--- src/rtl/countdown_timer.sv ---
// Loadable down-counter with start/done/ack handshake for timeouts and programmed delays.
// Define COUNTDOWN_AUTO_RELOAD_EN for periodic mode: reload on expiry with a one-cycle done pulse.
module countdown_timer #(
  parameter int WIDTH = 8
) (
  input  logic             CLK,
  input  logic             reset,
  input  logic             start,
  input  logic             stop,
  input  logic             dec,
  input  logic             ack,
  input  logic [WIDTH-1:0] D,
  output logic [WIDTH-1:0] Q,
  output logic             busy,
  output logic             done,
  output logic             zero
);

  typedef enum logic [1:0] {
    IDLE = 2'd0,
    RUN  = 2'd1,
    DONE = 2'd2
  } state_t;

  state_t           state_q, state_d;
  logic [WIDTH-1:0] q_q, q_d;
  logic [WIDTH-1:0] reload_q, reload_d;
  logic             busy_q, busy_d;
  logic             done_q, done_d;

  always_comb begin
    // NOTE: every _d gets a hold default first so no path through the case infers a latch.
    state_d  = state_q;
    q_d      = q_q;
    reload_d = reload_q;
    busy_d   = busy_q;
    done_d   = done_q;

    if (stop) begin
      state_d = IDLE;
      q_d     = '0;
      busy_d  = 1'b0;
      done_d  = 1'b0;
    end else if (start) begin
      // A start in any state loads; in DONE it doubles as the acknowledge.
      if (D != '0) begin
        state_d  = RUN;
        q_d      = D;
        reload_d = D;
        busy_d   = 1'b1;
        done_d   = 1'b0;
      end else begin
        state_d = DONE;
        q_d     = '0;
        busy_d  = 1'b0;
        done_d  = 1'b1;
      end
    end else begin
      unique case (state_q)
        IDLE: begin
          busy_d = 1'b0;
          done_d = 1'b0;
        end
        RUN: begin
`ifdef COUNTDOWN_AUTO_RELOAD_EN
          done_d = 1'b0;
`endif
          if (dec) begin
            // Expiry is caught at one so the count never wraps below zero.
            if (q_q == WIDTH'(1)) begin
`ifdef COUNTDOWN_AUTO_RELOAD_EN
              q_d    = reload_q;
              done_d = 1'b1;
`else
              state_d = DONE;
              q_d     = '0;
              busy_d  = 1'b0;
              done_d  = 1'b1;
`endif
            end else begin
              q_d = q_q - WIDTH'(1);
            end
          end
        end
        DONE: begin
          if (ack) begin
            state_d = IDLE;
            done_d  = 1'b0;
          end
        end
        default: begin
          state_d = IDLE;
          q_d     = '0;
          busy_d  = 1'b0;
          done_d  = 1'b0;
        end
      endcase
    end
  end

  // NOTE: sequential state uses non-blocking assignments; reset is synchronous, sampled on the edge.
  always_ff @(posedge CLK) begin
    if (!reset) begin
      state_q  <= IDLE;
      q_q      <= '0;
      reload_q <= '0;
      busy_q   <= 1'b0;
      done_q   <= 1'b0;
    end else begin
      state_q  <= state_d;
      q_q      <= q_d;
      reload_q <= reload_d;
      busy_q   <= busy_d;
      done_q   <= done_d;
    end
  end

  assign Q    = q_q;
  assign busy = busy_q;
  assign done = done_q;
  assign zero = (q_q == '0);

endmodule

--- config.mk ---
export PLATFORM = sky130hd
export DESIGN_NAME = countdown_timer
export DESIGN_NICKNAME = d
export VERILOG_FILES = /design/src/rtl/countdown_timer.sv
export SDC_FILE = /design/constraint.sdc
export NUM_CORES = 1
export LEC_CHECK = 0
export BUFFER_PORTS_ARGS = -buffer_cell sky130_fd_sc_hd__buf_2
export CORE_AREA = 2 2 43 45
export CTS_BUF_LIST = sky130_fd_sc_hd__clkbuf_8
export CTS_CLUSTER_DIAMETER = 60
export DETAILED_ROUTE_END_ITERATION = 8
export DIE_AREA = 0 0 45 47
export GPL_TIMING_DRIVEN = 0
export PLACE_DENSITY = 0.88
export SYNTH_ARGS = -nofsm -noshare
export SYNTH_HDL_FRONTEND = slang
export SYNTH_SLANG_ARGS = --single-unit
--- constraint.sdc ---
create_clock -name CLK -period 1.99 [get_ports CLK]
set_clock_uncertainty 0.1 [all_clocks]
set_input_delay 0.0995 -clock CLK [delete_from_list [all_inputs] [get_ports CLK]]
set_output_delay 0.0995 -clock CLK [all_outputs]
set_load 0.005 [all_outputs]
Word level (Yosys, flattened, before mapping)

Cells that the tools add are included.

Multiplexer cells: 22
Reduce and logical (&&, ||, !) cells: 9
Add/subtract/negate cells: 1
Equal/unequal tests: 9
Bitwise gates (word level): 1

Operators with widths:

| kind                | count |
|---|---|
| $mux 8              | 4 |
| $pmux 8 s2          | 1 |
| $mux 2              | 5 |
| $mux 1              | 9 |
| $ne 3x3->1 const B  | 3 |
| $eq 8x1->1 const B  | 1 |
| $logic_not 8->1     | 1 |
| $reduce_bool 8->1   | 1 |
| $sub 8x1->8 const B | 1 |
| $pmux 2 s3          | 1 |
| $reduce_and 3->1    | 2 |
| $ne 2x2->1 const B  | 2 |
| $pmux 1 s2          | 2 |
| $reduce_and 4->1    | 1 |
| $reduce_or 2->1     | 2 |
| $eq 2x1->1 const B  | 1 |
| $eq 2x2->1 const B  | 1 |
| $logic_not 2->1     | 1 |
| $ne 2x1->1 const B  | 1 |
| $reduce_and 2->1    | 1 |
| $not 1->1           | 1 |

Flip-flop bits (word level): 12
Input port bits: 14
Output and inout port bits: 11
Word-level logic and storage cells: 46

Logic depth before layout (Yosys ltp)

Gate-level depths: netlist of the first run.

Depth in word-level cells: 5
Depth in mapped cells: 6
Gate-level depth less buffers: 6

Least setup slack after synthesis of the first run

Ideal clock, no wire load.

Kind: register -> register
Start point: reg q_q[1], in the netlist Q[1]
End point: reg done_q, in the netlist done
Clock period less this slack: 1625 ps
Path slack: 365 ps
Setup time: 96 ps
Required time: 1794 ps
Arrival: 1429 ps
Path buffers: 0
Stages on the path, launching flop included: 7
Path through: dfxtp_1 -> inv_1 -> ha_1 -> nor4b_4 -> nand4_1 -> nor2b_1 -> o41ai_2

Word-level cells in the longest chain between the ends: 3

Ends and longest elaborated chain:

| element                    | line | source |
|---|---|---|
| from (decl)                | 26   | `logic [WIDTH-1:0] q_q, q_d;` |
| from (signal assigned)     | 111  | `q_q <= q_d;` |
| $eq 8x1->1                 | 70   | `if (q_q == WIDTH'(1)) begin` |
| $ne 3x3->1 (no line)       | --   |  |
| $reduce_and 3->1 (no line) | --   |  |
| to (signal assigned)       | 114  | `done_q <= done_d;` |
| to (decl)                  | 29   | `logic done_q, done_d;` |

No other way between the ends.
A chain may end at the register's enable or synchronous reset.

Worst setup path after layout of the first run

Start point: reg q_q[0], in the netlist Q[0]
End point: reg done_q, in the netlist done

Same word-level chain as after synthesis.

==> run metrics, run 1 <==
combinational power share=19.5%; worst-path cell chain=ha_1 > nor4b_4 > nand4_1 > nor2b_1 > o41ai_2; first-pass GRT wire length=between 3 and 4 mm; worst path required time=a little over 2000 ps; post-CTS setup buffers=0; vias in the first global route=716; worst skew pair latency=approximately 240 ps; Site Rows=15; final max-slew violation count=0; status=complete, no violations; synthesized area=828 um^2; CTS tree=yes; final WL=2.09 mm; Antenna Cells=0; worst reg2reg path endpoint=done; r2r worst-path depth=5; Vias per Instance=6.08; Worst VDD drop=0.360 mV; max cap viols=0; DRC viols=0; commonest non-fill, non-tap cells in the layout=buf_2 (26), dfxtp_1 (12), a21oi_1 (8), nand2_1 (7), nand3_1 (6); top area cells in the synthesized netlist=dfxtp_1 (29%), a21oi_1 (4.8%), ha_1 (4.5%); Post-Synthesis Cells=slightly below 100; hold depth=3; YS warnings=0; routability cong.=slightly above 0.9; CP Launch Type=register; Layout area overhead=23.3%; fin cells=142; layout cells sized above 1=31.2%; Lkg Pwr=0.413 nW; All-Layer GR Usage=between 20% and 30%; first-pass detailed-route iteration total=4; Max Buffers Root-to-Sink=2; r2r setup slk=210 ps; initial antenna violation count=0; commonest non-fill, non-tap cell in the layout=buf_2; Slew headroom=about 64%; Core ar.=0.00165 mm^2; H-tree Lvls=1; Cell Pwr Density=587 mW/mm^2; Tmin final=1780 ps; dpl cells=138; vias post-DR=863; top_reg_cell synth=dfxtp_1; fmax=561 MHz; count of final hold-check violations=0; Netlist cell types=42; Synth Register Bits=12; Net count, final=144; 1st-iter DRT viols=23; final worst-path cycle share=89.6%; leading area contributor after synthesis=dfxtp_1; ANT nets after route=0; Root Driver=clkbuf_8; P_sw=0.167 mW; Max FO, Critical Path=5; Die H=approximately 47 um; total gr overflow=0; Sw Share=around 28%; Avg Synthesized Cell Area=8.54 um^2; RSZ-0062 raised after global routing=false; Synth async-reset ratio=0%; I/O Pins=25; Clock transition at path regs=50 ps; Min-Delay Endpoint=Q[7]; Setup TNS=0 ps; Clock Sinks=12; Num CTS Buffers=3; Die X=45 um; Slowest cell on crit path=dfxtp_1; min-delay src=D[7]; CP endpoint kind=register; CP max stage delay=between 400 and 500 ps; P_int=0.432 mW; critical path class=register to register; area of the die=0.00212 mm^2; largest net degree at the start of global routing=11; final hold slack=21.2 ps; Synth Net Count=114; sequential power share=a little over two fifths; Data arrival, critical path=1830 ps; Post-synth EDFFs=0; buffers added on ports=24; post-synthesis sequential area ratio=29.0%; Crit Reg-Reg Startpoint=Q[0]; Initial Util=between 50% and 60%; dpl hpwl=1.55 mm; endpoints failing setup=0; worst min path class=input pin to register; worst slew pin tran=about 540 ps; Clock power frac=37.6%; share of the synthesized area in the top cell type=between 20% and 30%; WL/cell=14.7 um
==> cell type report <==
class / instances / area (um^2)
well taps: 17 / 21.3
multi-input cells: 74 / 537
plain buffers: 6 / 32.5
clock buffers: 3 / 41.3
fillers: 152 / 631
flip-flops and latches: 12 / 240
inverters: 5 / 18.8
repair buffers: 25 / 130
==> kinds of logic after synthesis <==
| family | synth area share (%) |
|---|---|
| AOI/OAI and AO/OA | 27.9 |
| and+or+nand+nor | 31.1 |
| muxes | 1.21 |
| DFF | 29.0 |
| buffers and inverters | 6.19 |
| adders and majority gates | 4.53 |
==> worst max-delay path by stage <==
stage          from   end  cells after the start
3_3_place_gp   Q[1]  done                      6
4_1_cts        Q[1]  done                      6
3_5_place_dp   Q[1]  done                      6
5_1_grt        Q[1]  done                      6
2_1_floorplan  Q[1]  done                      6
6_report       Q[0]  done                      5
==> synthesized netlist by cell type, types with 2 or more instances <==
master	n
dfxtp_1	12
nand2_1	7
o21ai_1	4
ha_1	3
buf_2	2
a31oi_1	3
nor2b_1	4
nor2_1	3
a211oi_1	2
nor3b_1	3
or3_1	2
nand3_1	6
a21oi_1	8
inv_1	5
o211ai_1	3
or4_1	2
nor4_2	2
clkbuf_1	2
==> sequential cells by signal, summed over array words and instances, names as in the netlist <==
name,cells
done,1
busy,1
Q,8
state_q,2
==> critical path, delay by kind of cell, from the launching register on <==
family	cells	cell delay (ps)
adder cells (fa/ha/maj)	1	180
flip-flops	1	410
AO/OA/AOI/OAI	1	270
AND/OR/NAND/NOR	3	740
==> power groups by stage <==
stage	Sequential, mW	Combinational (mW)	Clock [mW]
finish	0.257	0.117	0.225
global route	0.258	0.128	0.239
CTS	0.257	0.115	0.231
detailed placement	0.262	0.113	0
global placement	0.261	0.110	0
floorplan	0.261	0.0705	0
==> routing by layer <==
layer | global-route usage (%) | share of wire (%) | up-vias
li1 | - | - | 421
met1 | 26.0 | 43 | 390
met2 | 33.4 | 47 | 43
met3 | 3.46 | 6.3 | 9
met4 | 12.9 | 3.7 | 0
met5 | 0 | 0 | -
==> per-stage QoR <==
step	util [%]	total power [mW]	worst slack (ps)	instance area, um^2
finish	61.8	0.600	206	1020
floorplan	-	0.332	365	828
global route	61.8	0.625	54.0	1020
detailed placement	58.7	0.375	133	970
global placement	58.7	0.372	249	970
CTS	61.8	0.604	125	1020
==> repair_timing <==
item | CTS | global route
endpoints found under the setup margin | 0 | 1
gates resized for setup | 0 | 1
endpoints found under the hold margin | 1 | 0
hold buffers | 1 | 0
No activity file was read; power rests on OpenSTA's default activity.
==> run 2: changes to the inputs <==
--- a/config.mk
+++ b/config.mk
@@ -6,13 +6,13 @@
 export NUM_CORES = 1
 export LEC_CHECK = 0
 export BUFFER_PORTS_ARGS = -buffer_cell sky130_fd_sc_hd__buf_2
-export CORE_AREA = 2 2 43 45
+export CORE_AREA = 2 2 45 47
 export CTS_BUF_LIST = sky130_fd_sc_hd__clkbuf_8
 export CTS_CLUSTER_DIAMETER = 60
 export DETAILED_ROUTE_END_ITERATION = 8
-export DIE_AREA = 0 0 45 47
+export DIE_AREA = 0 0 47 49
 export GPL_TIMING_DRIVEN = 0
-export PLACE_DENSITY = 0.88
+export PLACE_DENSITY = 0.84
 export SYNTH_ARGS = -nofsm -noshare
 export SYNTH_HDL_FRONTEND = slang
 export SYNTH_SLANG_ARGS = --single-unit
==> constraint.sdc (replaced) <==
create_clock -name CLK -period 1.43 [get_ports CLK]
set_clock_uncertainty 0.1 [all_clocks]
set_input_delay 0.0715 -clock CLK [delete_from_list [all_inputs] [get_ports CLK]]
set_output_delay 0.0715 -clock CLK [all_outputs]
set_load 0.005 [all_outputs]
==> run 2 against run 1 <==
Net effect: the run now ends with negative setup slack left; register-to-register slack worse by 440 ps; fmax up 6.9%; wire length up 38%; combinational power up 110%; largest power group is now the clock network; setup slack worse by 440 ps.
==> run metrics, run 2 (synthesis results as in run 1) <==
CTS tree=yes; ANT nets after route=0 (unchanged); H-tree Lvls=1 (unchanged); crit path to=Q[0]; area of the die=0.00230 mm^2 (+8.9%); Max FO, Critical Path=8 (+3); dpl hpwl=1.64 mm (+5.3%); final WL=2.88 mm (+38%); commonest non-fill, non-tap cell in the layout=buf_2; Lkg Pwr=0.545 nW (+32%); initial antenna violation count=0 (unchanged); Slew headroom=64.0% (+0.42 points); final max-slew violation count=0 (unchanged); Clock transition at path regs=60 ps (about the same); Layout Utilization=72.4% (+11 points); largest net degree at the start of global routing=11 (unchanged); Initial Util=45.0% (-5.2 points); WL/cell=17.5 um (+19%); Post-DP Area=0.00102 mm^2 (+5.0%); Antenna Cells=0 (unchanged); total chip power=0.994 mW (+66%); All-Layer GR Usage=24.8% (+4.1 points); final worst-path cycle share=117% (+27 points); DRC viols=0 (unchanged); worst slew pin tran=539 ps (-1.84 ps); buffers added on ports=24 (unchanged); vias in the first global route=922 (+29%); max cap viols=0 (unchanged); routability cong.=0.877 (-3.2%); worst path required time=1440 ps (-600 ps); fmax=599 MHz (+6.9%); CP endpoint kind=register; final hold slack=0.159 ps (-21.1 ps); worst min path class=input pin to register; Num CTS Buffers=3 (unchanged); Net count, final=156 (+8.3%); Die H=49 um (+4.3%); Clock Sinks=12 (unchanged); RSZ-0062 raised after global routing=true; Site Rows=16 (+1); Critical path origin=Q[1]; total gr overflow=0 (unchanged); final setup margin=-239 ps (-445 ps); 1st-iter DRT viols=52 (+130%); Die X=47 um (+4.4%); Tmin final=1670 ps (-115 ps); first-pass GRT wire length=4.22 mm (+37%); Worst VDD drop=0.426 mV (+18%); r2r worst-path depth=6 (+1); Root Driver=clkbuf_8; r2r setup slk=-240 ps (-440 ps); min-delay src=D[7]; vias post-DR=997 (+16%); I/O Pins=25 (unchanged); Final Cell Area=0.00133 mm^2 (+31%); CP Launch Type=register; layout cells sized above 1=53.6% (+22 points); first-pass detailed-route iteration total=4 (unchanged); worst reg2reg path endpoint=Q[0]; critical path class=register to register; Layout area overhead=61.0%; failing checks=negative setup slack; Max Buffers Root-to-Sink=2 (unchanged); max reg flops=8 (unchanged); status=complete, but fails checks; count of final hold-check violations=0 (unchanged); Crit Reg-Reg Startpoint=Q[1]; Vias per Instance=6.04 (-0.58%); Cell Pwr Density=745 mW/mm^2 (+27%); worst skew pair latency=240 ps (about the same); endpoints failing setup=12 (+12); Core ar.=0.00184 mm^2 (+12%); commonest non-fill, non-tap cells in the layout=buf_2 (23), buf_4 (8), dfxtp_1 (7), nand2_1 (7), a21oi_1 (7); Setup TNS=-1840 ps (-1840 ps); Data arrival, critical path=1680 ps (-150 ps)
run 2: cell type report:
cell class                      count  area [um^2]
Tap cell                           27         33.8
Fill cell                         127          508
Clock buffer                        4         55.1
Timing Repair Buffer               37          250
Sequential cell                    12          251
Buffer                              6         41.3
Inverter                            5         21.3
Multi-Input combinational cell     74          681
run 2: power by group:
group / internal, mW / switching (mW) / leakage [nW]
combinational: 0.123 / 0.128 / 0.416
sequential: 0.344 / 0.0154 / 0.101
clock: 0.244 / 0.140 / 0.0288
run 2: worst max-delay path, stage by stage (launching register included):
cell and delay (ps):
dfxtp_4 360, inv_4 70, ha_4 110, nor4b_4 360, a21oi_4 180, a221oi_2 290, a211oi_2 70
run 2: worst min path at each step:
stage	to	cells past startpoint
5_1_grt	Q[7]	3
3_5_place_dp	Q[6]	3
6_report	Q[7]	3
2_1_floorplan	Q[6]	2
4_1_cts	Q[7]	3
3_3_place_gp	Q[7]	3
run 2: layer usage:
layer / routed length, um / track usage [%]
met5: 0 / 0
met4: 102 / 10.2
met3: 227 / 4.44
met2: 1470 / 40.0
met1: 1090 / 31.5
run 2: metrics by stage:
stage	std cells	setup WS (ps)
2_1_floorplan	97	-86.5
3_3_place_gp	148	-227
3_5_place_dp	148	-262
4_1_cts	161	-184
5_1_grt	165	-319
6_report	165	-239
run 2: what timing repair did:
action                     4_1_cts  5_1_grt
setup endpoints to repair       13       13
pin swaps                        8       13
hold buffers                     1        0
setup buffers                   10        5
hold endpoints to repair         1        0
gates resized for setup         12       19
==> run 3: changes to the inputs <==
==> config.mk (replaced) <==
export PLATFORM = sky130hd
export DESIGN_NAME = countdown_timer
export DESIGN_NICKNAME = d
export VERILOG_FILES = /design/src/rtl/countdown_timer.sv
export SDC_FILE = /design/constraint.sdc
export NUM_CORES = 1
export LEC_CHECK = 0
export BUFFER_PORTS_ARGS = -buffer_cell sky130_fd_sc_hd__buf_2
export CORE_AREA = 2 2 46 48
export CTS_CLUSTER_DIAMETER = 60
export DETAILED_ROUTE_END_ITERATION = 8
export DIE_AREA = 0 0 48 50
export GPL_TIMING_DRIVEN = 0
export PLACE_DENSITY = 0.81
export SYNTH_ARGS = -nofsm -noshare
export SYNTH_HDL_FRONTEND = slang
export SYNTH_SLANG_ARGS = --single-unit
==> run 3 against run 2 <==
Net effect: the flow still finishes with violations (negative setup slack); final cell count is 4.8% higher; utilization is 2.1 points higher; hold slack better by 68 ps; setup slack better by 39 ps.
==> run metrics, run 3 (synthesis results as in run 1) <==
Slew headroom=62.3% (-1.7 points); buffers added on ports=24 (unchanged); Num CTS Buffers=3 (unchanged); Site Rows=16 (unchanged); Max FO, Critical Path=6 (-2); Final Cell Area=0.00142 mm^2 (+6.2%); Initial Util=43.6% (-1.4 points); min-delay src=D[4]; worst path required time=1530 ps (+90 ps); Worst VDD drop=0.429 mV (+0.76%); final WL=2.94 mm (+2.0%); Vias per Instance=5.92 (-2.0%); Data arrival, critical path=1730 ps (+50 ps); commonest non-fill, non-tap cells in the layout=buf_2 (23), buf_4 (15), nand2_1 (7), nand3_1 (6); P_int=0.650 mW (-8.4%); count of final hold-check violations=0 (unchanged); M2 GR Usage=36.9% (-3.1 points); worst skew pair latency=280 ps (+40 ps); combinational power share=31.0% (+5.8 points); CP Launch Type=register; Cell Pwr Density=659 mW/mm^2 (-12%); Layout Utilization=74.5% (+2.1 points); fin cells=173 (+4.8%); total chip power=0.933 mW (-6.1%); Antenna Cells=0 (unchanged); first-pass detailed-route iteration total=4 (unchanged); dpl hpwl=1.61 mm (-1.5%); Clock power frac=30.4% (-8.2 points); Clock transition at path regs=90 ps (+30 ps); final max-slew violation count=0 (unchanged); ANT nets after route=0 (unchanged); final hold slack=67.9 ps (+67.7 ps); 1st-iter DRT viols=34 (-35%); critical path class=register to register; Crit Reg-Reg Startpoint=state_q[0]; area of the die=0.00240 mm^2 (+4.2%); CTS tree=yes; final setup margin=-200 ps (+38.5 ps); Die H=50 um (+2.0%); Lkg Pwr=0.583 nW (+7.0%); DRC viols=0 (unchanged); largest net degree at the start of global routing=11 (unchanged); H-tree Lvls=1 (unchanged); I/O Pins=25 (unchanged); layout cells sized above 1=56.2% (+2.5 points); total gr overflow=0 (unchanged); max cap viols=0 (unchanged); first-pass GRT wire length=4.13 mm (-2.3%); Core ar.=0.00190 mm^2 (+3.3%); Sw Share=30.4% (+1.8 points); final worst-path cycle share=114% (-2.7 points); endpoints failing setup=13 (+1); Layout area overhead=71.0%; Root Driver=clkbuf_4; Tmin final=1630 ps (-38.5 ps); routability cong.=0.885 (+0.87%); WL/cell=17.0 um (-2.7%); failing checks=negative setup slack; dpl cells=148 (unchanged); Global Route met1 Usage=29.8% (-1.7 points); vias in the first global route=931 (+0.98%); initial antenna violation count=0 (unchanged); Post-DP Area=0.00102 mm^2 (unchanged); worst slew pin tran=565 ps (+25.6 ps); status=complete, but fails checks; Clock Sinks=12 (unchanged); Max Buffers Root-to-Sink=2 (unchanged); All-Layer GR Usage=23.6% (-1.2 points); r2r setup slk=-200 ps (+40 ps); commonest non-fill, non-tap cell in the layout=buf_2; fmax=613 MHz (+2.4%); CP endpoint kind=register; Die X=48 um (+2.1%); vias post-DR=1,024 (+2.7%); Critical path origin=state_q[0]; busiest grt layer=met2; worst min path class=input pin to register; sequential power share=38.7% (+2.6 points); P_sw=0.283 mW (-0.23%); GR Util met3=5.49% (+1.1 points); Net count, final=164 (+5.1%); RSZ-0062 raised after global routing=true; max reg flops=8 (unchanged)
## run 3: changes by cell type in the layout (fill, tap and decap cells not counted), moves of 2 or more
cell           delta
buf_4             +7
buf_6             -3
clkbuf_8          -3
dlygate4sd3_1     +3
a21oi_1           -2
clkbuf_4          +2
dfxtp_1           -2
## run 3: layer usage
| metal | share of wire, % | routed length (um) | vias to the layer above |
|---|---|---|---|
| met5 | 0 | 0 | - |
| met4 | 3.7 | 108 | 0 |
| met3 | 7.5 | 220 | 17 |
| met2 | 51 | 1500 | 65 |
| met1 | 38 | 1120 | 475 |
| li1 | - | - | 467 |
## run 3: worst paths after layout
check / cells past startpoint / to
max: 5 / Q[7]
min: 3 / Q[4]
max reg2reg: 5 / Q[7]
min reg2reg: 2 / done
## run 3: timing repair
item | in CTS | in global routing
cloned | 0 | 1
hold endpoints to repair | 4 | 0
hold buffers | 4 | 0
setup buffers | 9 | 10
pin swaps | 14 | 18
gates resized for setup | 19 | 21
endpoints found under the setup margin | 13 | 13
## run 3: power groups by stage
| stage | registers [mW] | clock network, mW | logic, mW |
|---|---|---|---|
| floorplan | 0.365 | 0 | 0.103 |
| detailed placement | 0.366 | 0 | 0.165 |
| CTS | 0.360 | 0.279 | 0.198 |
| finish | 0.361 | 0.283 | 0.289 |
| global route | 0.363 | 0.303 | 0.307 |
| global placement | 0.365 | 0 | 0.161 |
## run 3: cell type report
| class | count | area, um^2 |
|---|---|---|
| multi-input combinational | 74 | 693 |
| fill | 128 | 485 |
| timing repair buffer | 47 | 347 |
| sequential | 12 | 256 |
| clock buffer | 4 | 36.3 |
| tap | 27 | 33.8 |
| buffer | 4 | 26.3 |
| inverter | 5 | 23.8 |
## run 3: critical path: stages (launching register included)
cell      delay, ps
dfxtp_2         360
or3b_4          400
buf_4           180
nor4_4          170
nand3_1         130
o211ai_1        200
## run 3: metrics by stage
stage / setup slack [ps] / TNS, ps
after global routing: -269 / -2450
after detailed placement: -244 / -1630
after global placement: -235 / -1480
after floorplan: -86.5 / -276
final: -200 / -1490
after CTS: -167 / -1260
